$ cat config.mk
export PLATFORM = sky130hd
export DESIGN_NAME = dp_pack16_seq
export DESIGN_NICKNAME = d
export VERILOG_FILES = /design/src/rtl/dp_pack16_seq.sv
export SDC_FILE = /design/constraint.sdc
export NUM_CORES = 1
export LEC_CHECK = 0
export ABC_AREA = 1
export BUFFER_PORTS_ARGS = -buffer_cell sky130_fd_sc_hd__buf_4
export CAP_MARGIN = 5
export CORE_MARGIN = 1
export CORE_UTILIZATION = 51
export DETAILED_ROUTE_END_ITERATION = 8
export HOLD_SLACK_MARGIN = 0.02
export PLACE_DENSITY_LB_ADDON = 0.05
export SETUP_SLACK_MARGIN = 0.05
export SLEW_MARGIN = 10
export SYNTH_ARGS = -nofsm -noshare
export SYNTH_HDL_FRONTEND = slang
export SYNTH_SLANG_ARGS = --single-unit
$ cat constraint.sdc
create_clock -name clk -period 2 [get_ports clk]
set_clock_uncertainty 0.1 [all_clocks]
set_input_delay 0.4 -clock clk [delete_from_list [all_inputs] [get_ports clk]]
set_output_delay 0.4 -clock clk [all_outputs]
set_load 0.02 [all_outputs]
$ cat src/rtl/dp_pack16_seq.sv
`default_nettype none
// ============================================================================
// Module   : dp_pack16_seq
// Purpose  : Packs a valid/ready byte stream into halfwords and strobes them
//            (plus single constant fill loads) into a dp_regmx mux register.
// Revision : 1.0 - initial release
// ============================================================================
module dp_pack16_seq #(
    parameter int LEN_W = 8
) (
    input  logic             clk,
    input  logic             reset,
    input  logic             start,
    input  logic [LEN_W-1:0] len,
    input  logic             swap,
    input  logic             fill,
    input  logic [15:0]      fill_value,
    input  logic [7:0]       byte_data,
    input  logic             byte_valid,
    output logic             byte_ready,
    output logic [1:0]       select,
    output logic [15:0]      data0,
    output logic [15:0]      data1,
    output logic             busy,
    output logic             done,
    output logic [LEN_W-1:0] hw_count
);

    typedef enum logic [1:0] {
        S_IDLE = 2'd0,
        S_LO   = 2'd1,
        S_HI   = 2'd2,
        S_DONE = 2'd3
    } state_t;

    localparam logic [LEN_W-1:0] c_len_zero = '0;
    localparam logic [LEN_W-1:0] c_len_one  = LEN_W'(1);

    state_t           r_state;
    state_t           w_state_next;
    logic [LEN_W-1:0] r_len;
    logic             r_swap;
    logic [7:0]       r_first;
    logic [15:0]      r_data0;
    logic [15:0]      r_data1;
    logic             r_load_stb;
    logic             r_fill_stb;
    logic [LEN_W-1:0] r_hw_count;
    logic [LEN_W-1:0] w_hw_inc;
    logic             w_accept;

    assign w_hw_inc = r_hw_count + c_len_one;
    assign w_accept = byte_valid & byte_ready;

    always_ff @(posedge clk) begin
        if (reset) begin
            r_state <= S_IDLE;
        end else begin
            r_state <= w_state_next;
        end
    end

    // byte_ready is a pure function of state so upstream never sees a
    // combinational path from byte_valid back to byte_ready.
    always_comb begin
        w_state_next = r_state;
        byte_ready   = 1'b0;
        busy         = 1'b1;
        done         = 1'b0;
        case (r_state)
            S_IDLE: begin
                busy = 1'b0;
                if (start) begin
                    w_state_next = (len == c_len_zero) ? S_DONE : S_LO;
                end
            end
            S_LO: begin
                byte_ready = 1'b1;
                if (byte_valid) begin
                    w_state_next = S_HI;
                end
            end
            S_HI: begin
                byte_ready = 1'b1;
                if (byte_valid) begin
                    w_state_next = (w_hw_inc == r_len) ? S_DONE : S_LO;
                end
            end
            S_DONE: begin
                done         = 1'b1;
                w_state_next = S_IDLE;
            end
            default: begin
                w_state_next = S_IDLE;
            end
        endcase
    end

    // Fill is only honoured in IDLE without start, and load strobes only come
    // from HI, so the two strobe bits are mutually exclusive (select != 11).
    always_ff @(posedge clk) begin
        if (reset) begin
            r_len      <= '0;
            r_swap     <= 1'b0;
            r_first    <= '0;
            r_data0    <= '0;
            r_data1    <= '0;
            r_load_stb <= 1'b0;
            r_fill_stb <= 1'b0;
            r_hw_count <= '0;
        end else begin
            r_load_stb <= 1'b0;
            r_fill_stb <= 1'b0;
            case (r_state)
                S_IDLE: begin
                    if (start) begin
                        r_len      <= len;
                        r_swap     <= swap;
                        r_hw_count <= '0;
                    end else if (fill) begin
                        r_data1    <= fill_value;
                        r_fill_stb <= 1'b1;
                    end
                end
                S_LO: begin
                    if (w_accept) begin
                        r_first <= byte_data;
                    end
                end
                S_HI: begin
                    if (w_accept) begin
                        r_data0    <= r_swap ? {byte_data, r_first} : {r_first, byte_data};
                        r_load_stb <= 1'b1;
                        r_hw_count <= w_hw_inc;
                    end
                end
                default: begin
                end
            endcase
        end
    end

    assign select   = {r_fill_stb, r_load_stb};
    assign data0    = r_data0;
    assign data1    = r_data1;
    assign hw_count = r_hw_count;

endmodule
`default_nettype wire

* After elaboration in Yosys (flattened, before gate mapping)
Cells that the tools add are included.
** Word-level totals
- Bits in registers :: 61
- Bits of input ports :: 38
** Cells by class
- Eq/ne operators :: 8
- Reduce and logical (&&, ||, !) cells :: 12
- $add $sub $neg :: 1
- Multiplexer cells :: 15
- Bitwise operators :: 4
** Operator list (count)
- 2-to-1 mux 16 bit :: 1
- 2-to-1 mux 8 bit :: 2
- case mux 8 bit (2 select lines) :: 1
- 2-to-1 mux 2 bit :: 5
- AND reduction 3 bit :: 3
- adder 8 x 1 -> 8 bit, second input constant :: 1
- equality test 8 bit :: 1
- logical NOT 8 bit :: 1
- inequality test 2 bit, second input constant :: 4
- case mux 2 bit (4 select lines) :: 1
- AND reduction 2 bit :: 3
- 2-to-1 mux 1 bit :: 5
- equality test 2 bit, second input constant :: 2
- OR reduction 2 bit :: 2
- NOT 1 bit :: 3
- OR reduction 3 bit :: 1
- equality test 2 x 1 -> 1 bit, second input constant :: 1
- logical NOT 2 bit :: 1
- nonzero test 2 bit :: 1
- bitwise AND 1 bit :: 1

* Depth between registers and ports, before layout
- Depth after elaboration :: 6
- Gate-level depth with buffers :: 12
- Depth with buffers taken out :: 12

* Least setup slack after synthesis
No wires, ideal clock.
- Path type :: register -> register
- Start :: reg r_state[0]
- End :: reg r_hw_count[2], in the netlist hw_count[2]
- Setup time :: 65 ps
- Period minus slack after synthesis :: 1827 ps
- Path slack :: 173 ps
- Required time :: 1835 ps
- Arrival :: 1662 ps
- Path buffers :: 0
- Stages on the path, launching flop included :: 9
- Cells stage by stage :: dfxtp_1 inv_1 ha_1 nand3_1 nor2_2 a21oi_2 nor3_1 a21oi_1 nor2_1
** On the way
- Word-level cells in the longest chain between the ends :: 6
- Elaborated cells on any way between the ends :: 11
** RTL lines
- start: declaration :: RTL line 39 : state_t r_state;
- start signal: assignment :: RTL line 59 : r_state <= w_state_next;
- equality test 2 bit or equality test 2 x 1 -> 1 bit (tied branches) :: RTL line 70 : case (r_state)
- OR reduction 2 bit (no line) *
- 2-to-1 mux 1 bit * :: RTL line 70
- named net byte_ready :: RTL line 20 : output logic byte_ready,
- bitwise AND 1 bit * :: RTL line 53 : assign w_accept = byte_valid & byte_ready;
- inequality test 2 bit (no line) *
- AND reduction 3 bit (no line) *
- end signal: assignment :: RTL line 134 : r_hw_count <= w_hw_inc;
- end: declaration :: RTL line 48 : logic [LEN_W-1:0] r_hw_count;
The timed path passes the listed nets; every way through them passes the cells marked *.
A chain may end at the register's enable or synchronous reset.

* Worst setup path after layout
- Start :: reg r_state[0]
- End :: out byte_ready
** On the way
- Word-level cells in the longest chain between the ends :: 3
- Elaborated cells on any way between the ends :: 4
** RTL lines (RTL line)
- equality test 2 bit or equality test 2 x 1 -> 1 bit (tied branches) :: 70
- OR reduction 2 bit (no line) *
- 2-to-1 mux 1 bit * :: 70
- end: declaration :: 20
Every way passes the cells marked *; elsewhere a longest branch is shown, timed or not.

==> reports/summary.json <==
{
  "run_status": {"value": "finished clean"},
  "drtPass1Iterations": {"value": 4},
  "final-hold-violation-count": {"value": 0},
  "grt_pass1_vias": {"value": 2720},
  "worstPathRequired": {"value": 1.50, "unit": "ns"},
  "htree_levels": {"value": 3},
  "critical_path_cell_list": {"value": "inv_1 > ha_1 > buf_4"},
  "syn-num-nets": {"value": 427},
  "numCtsBuffers": {"value": 9},
  "critPathCaptureType": {"value": "output pin"},
  "share_comb_of_total_power": {"value": 0.323},
  "grt-ovfl-total": {"value": 0},
  "period_share": {"value": 0.904},
  "route.detailed.drc": {"value": 0},
  "globalRoute.busiestLayer": {"value": "met2"},
  "fmaxAchievable": {"value": 0.553, "unit": "GHz"},
  "row_count": {"value": 26},
  "timing.max_slew.rel_slack": {"value": 0.697},
  "antenna_found_initial": {"value": 0},
  "estimated_wirelength_of_the_detail_placed_design": {"value": 5050, "unit": "um"},
  "route.vias.total": {"value": 2814},
  "syn2layout_area_growth": {"value": 32.1, "unit": "%"},
  "report.final.setup_viol": {"value": 0},
  "dpl-instance-area": {"value": 3500, "unit": "um2"},
  "ys_ff_latch": {"value": 61},
  "seq_area_frac_synth": {"value": 0.435},
  "period_needed": {"value": 1.81, "unit": "ns"},
  "synthesis.instances": {"value": 383},
  "power_leakage": {"value": 1.62, "unit": "nW"},
  "p_sw": {"value": 1.40, "unit": "mW"},
  "start_util": {"value": 0.540},
  "setup.worst_path.class": {"value": "reg2out"},
  "synth_area": {"value": 2810, "unit": "um2"},
  "fraction_of_layout_instances_using_a_drive_strength_above_1": {"value": 0.252},
  "design.portCount": {"value": 83},
  "clk_latency": {"value": 0.34, "unit": "ns"},
  "maximum_number_of_pins_on_one_net_before_global_route_repair": {"value": 42},
  "most-common-layout-cells": {"value": "sky130_fd_sc_hd__buf_4, sky130_fd_sc_hd__dfxtp_1, sky130_fd_sc_hd__inv_1"},
  "number_of_buffers_inserted_by_port_buffering": {"value": 82},
  "instances_no_fill": {"value": 539},
  "cell_internal_power_dissipation": {"value": 2.57, "unit": "mW"},
  "cts_tree": {"value": "yes"},
  "hold_path_class": {"value": "in2reg"},
  "design_power_total": {"value": 3.97, "unit": "mW"},
  "post_synth_num_cell_types": {"value": 22},
  "maxSlewViolCount": {"value": 0},
  "tritoncts_num_sinks": {"value": 61},
  "final_nets": {"value": 508},
  "drt_iter0_drc": {"value": 158},
  "synth_top_area_cell": {"value": "sky130_fd_sc_hd__dfxtp_1"},
  "timing.critical_path.slowest_cell_delay": {"value": 0.38, "unit": "ns"},
  "antenna_cells": {"value": 0},
  "postRouteWirelength": {"value": 7230, "unit": "um"},
  "mostFrequentLayoutCell": {"value": "sky130_fd_sc_hd__buf_4"},
  "yosys-top-cells-area": {"value": "sky130_fd_sc_hd__dfxtp_1, sky130_fd_sc_hd__a211oi_1, sky130_fd_sc_hd__inv_1, sky130_fd_sc_hd__nand2_1, sky130_fd_sc_hd__a21oi_1"},
  "power.density_cell_area": {"value": 1070, "unit": "nW/um2"},
  "groute.layer.met3.usage": {"value": 0.0623},
  "postRouteAntennaNets": {"value": 0},
  "routed_via_density": {"value": 5.22},
  "power.switching_fraction": {"value": 0.352},
  "share_clk_of_total_power": {"value": 0.294},
  "max_cap_violations": {"value": 0},
  "gpl.final_weighted_congestion": {"value": 0.895},
  "critical_path.max_fanout": {"value": 4},
  "worst-endpoint-arrival": {"value": 1.31, "unit": "ns"},
  "largest_vdd_supply_drop": {"value": 583, "unit": "uV"},
  "setup.worst_path.start_class": {"value": "flip-flop"},
  "coreArea": {"value": 5200, "unit": "um2"},
  "cp_slowest_cell": {"value": "sky130_fd_sc_hd__dfxtp_1"},
  "sequentialPowerShare": {"value": 0.383},
  "place_inst": {"value": 523},
  "synth-edff-count": {"value": 0},
  "synth_flop_cell": {"value": "sky130_fd_sc_hd__dfxtp_1"},
  "worst_pin_slew": {"value": 0.455, "unit": "ns"},
  "final_cell_area": {"value": 3710, "unit": "um2"},
  "async_reset_ff_frac": {"value": 0},
  "gr-usage-met2": {"value": 0.428},
  "die-height": {"value": 76.2, "unit": "um"},
  "global_route.usage.total": {"value": 0.259},
  "syn-mean-instance-area": {"value": 7.34, "unit": "um2"},
  "clk_pin_slew_worst_paths": {"value": 0.07, "unit": "ns"},
  "totalNegativeSetupSlack": {"value": 0, "unit": "ns"},
  "design.die.area": {"value": 5810, "unit": "um2"},
  "die_x": {"value": 76.2, "unit": "um"},
  "cts_root_buf": {"value": "sky130_fd_sc_hd__clkbuf_8"},
  "rsz0062_at_grt": {"value": "false"},
  "cts_max_path_buffers": {"value": 2},
  "gr-usage-met1": {"value": 0.316},
  "yosys_warnings": {"value": 0},
  "hold_buffer_count_at_cts": {"value": 0},
  "wire_length_of_the_first_global_routing_pass": {"value": 12100, "unit": "um"},
  "netlist.area_leader.share": {"value": 0.435},
  "drt-wirelength-per-cell": {"value": 13.4, "unit": "um"}
}
==> power by group through the flow <==
stage          registers (mW)  logic, mW  clock network, mW
6_report                 1.52       1.28               1.17
5_1_grt                  1.54       1.41               1.23
3_3_place_gp             1.54       1.24                  0
4_1_cts                  1.52       1.27               1.17
2_1_floorplan            1.62      0.728                  0
3_5_place_dp             1.54       1.27                  0
==> layer usage <==
layer  vias up  wire length [um]
met2        98              3400
met4         0               159
met3        17               520
met5         -                 0
li1       1421                 -
met1      1278              3150
==> cell usage after synthesis (3+ instances only) <==
| cell | number |
|---|---|
| sky130_fd_sc_hd__inv_1 | 59 |
| sky130_fd_sc_hd__a21oi_1 | 39 |
| sky130_fd_sc_hd__nor2_2 | 4 |
| sky130_fd_sc_hd__o21ai_0 | 21 |
| sky130_fd_sc_hd__dfxtp_1 | 61 |
| sky130_fd_sc_hd__nand2_1 | 54 |
| sky130_fd_sc_hd__nand3_1 | 39 |
| sky130_fd_sc_hd__nor2_1 | 31 |
| sky130_fd_sc_hd__ha_1 | 6 |
| sky130_fd_sc_hd__clkbuf_1 | 20 |
| sky130_fd_sc_hd__nor2_4 | 3 |
| sky130_fd_sc_hd__a211oi_1 | 32 |
==> state kept, by name (all words and copies together), names as in the netlist <==
register and flops:
data0 16, data1 16, hw_count 8, r_first 8, r_len 8, r_state 2, r_fill_stb 1, r_load_stb 1
r_swap 1
==> cell families (layout without fill, tap and decap cells) <==
family | count (synthesis) | count (layout) | synth area share
AO/OA/AOI/OAI | 98 | 98 | 0.208
XOR/XNOR | 1 | 1 | 0.00312
adder cells (fa/ha/maj) | 6 | 6 | 0.0267
buffers and inverters | 81 | 167 | 0.111
flip-flops | 61 | 61 | 0.435
AND/OR/NAND/NOR | 136 | 136 | 0.216
==> worst max-delay path, delay by kind of cell (launching register included) <==
kind	cells	cell delay, ns
DFF	1	0.38
adders and majority gates	1	0.33
buffers and inverters	2	0.27
==> through the flow <==
step	utilization	hold slack [ns]	setup WS (ns)
3_3_place_gp	0.672	0.345	0.316
3_5_place_dp	0.672	0.347	0.289
6_report	0.713	0.231	0.191
2_1_floorplan	-	0.344	0.173
4_1_cts	0.713	0.227	0.200
5_1_grt	0.713	0.240	0.0544
==> timing repair <==
item | in CTS | in global routing
buffers inserted | 0 | 0
resized for setup | 0 | 1
endpoints found under the setup margin | 0 | 1
==> final timing paths <==
check | startpoint | cells after the start | slack, ns | end
min | swap | 3 | 0.23 | r_swap
min reg2reg | data0[8] | 2 | 0.35 | data0[8]
max | r_state[0] | 3 | 0.19 | byte_ready
max reg2reg | r_state[0] | 8 | 0.20 | hw_count[7]
==> area by class of cell <==
type                    instances  area [um2]
flip-flops and latches         61        1220
clock inverters                 3        42.5
fillers                       438        1490
repair buffers                 92         691
well taps                      70        87.6
clock buffers                  13         169
multi-input cells             241        1280
inverters                      59         221
No activity file was read; power rests on OpenSTA's default activity.
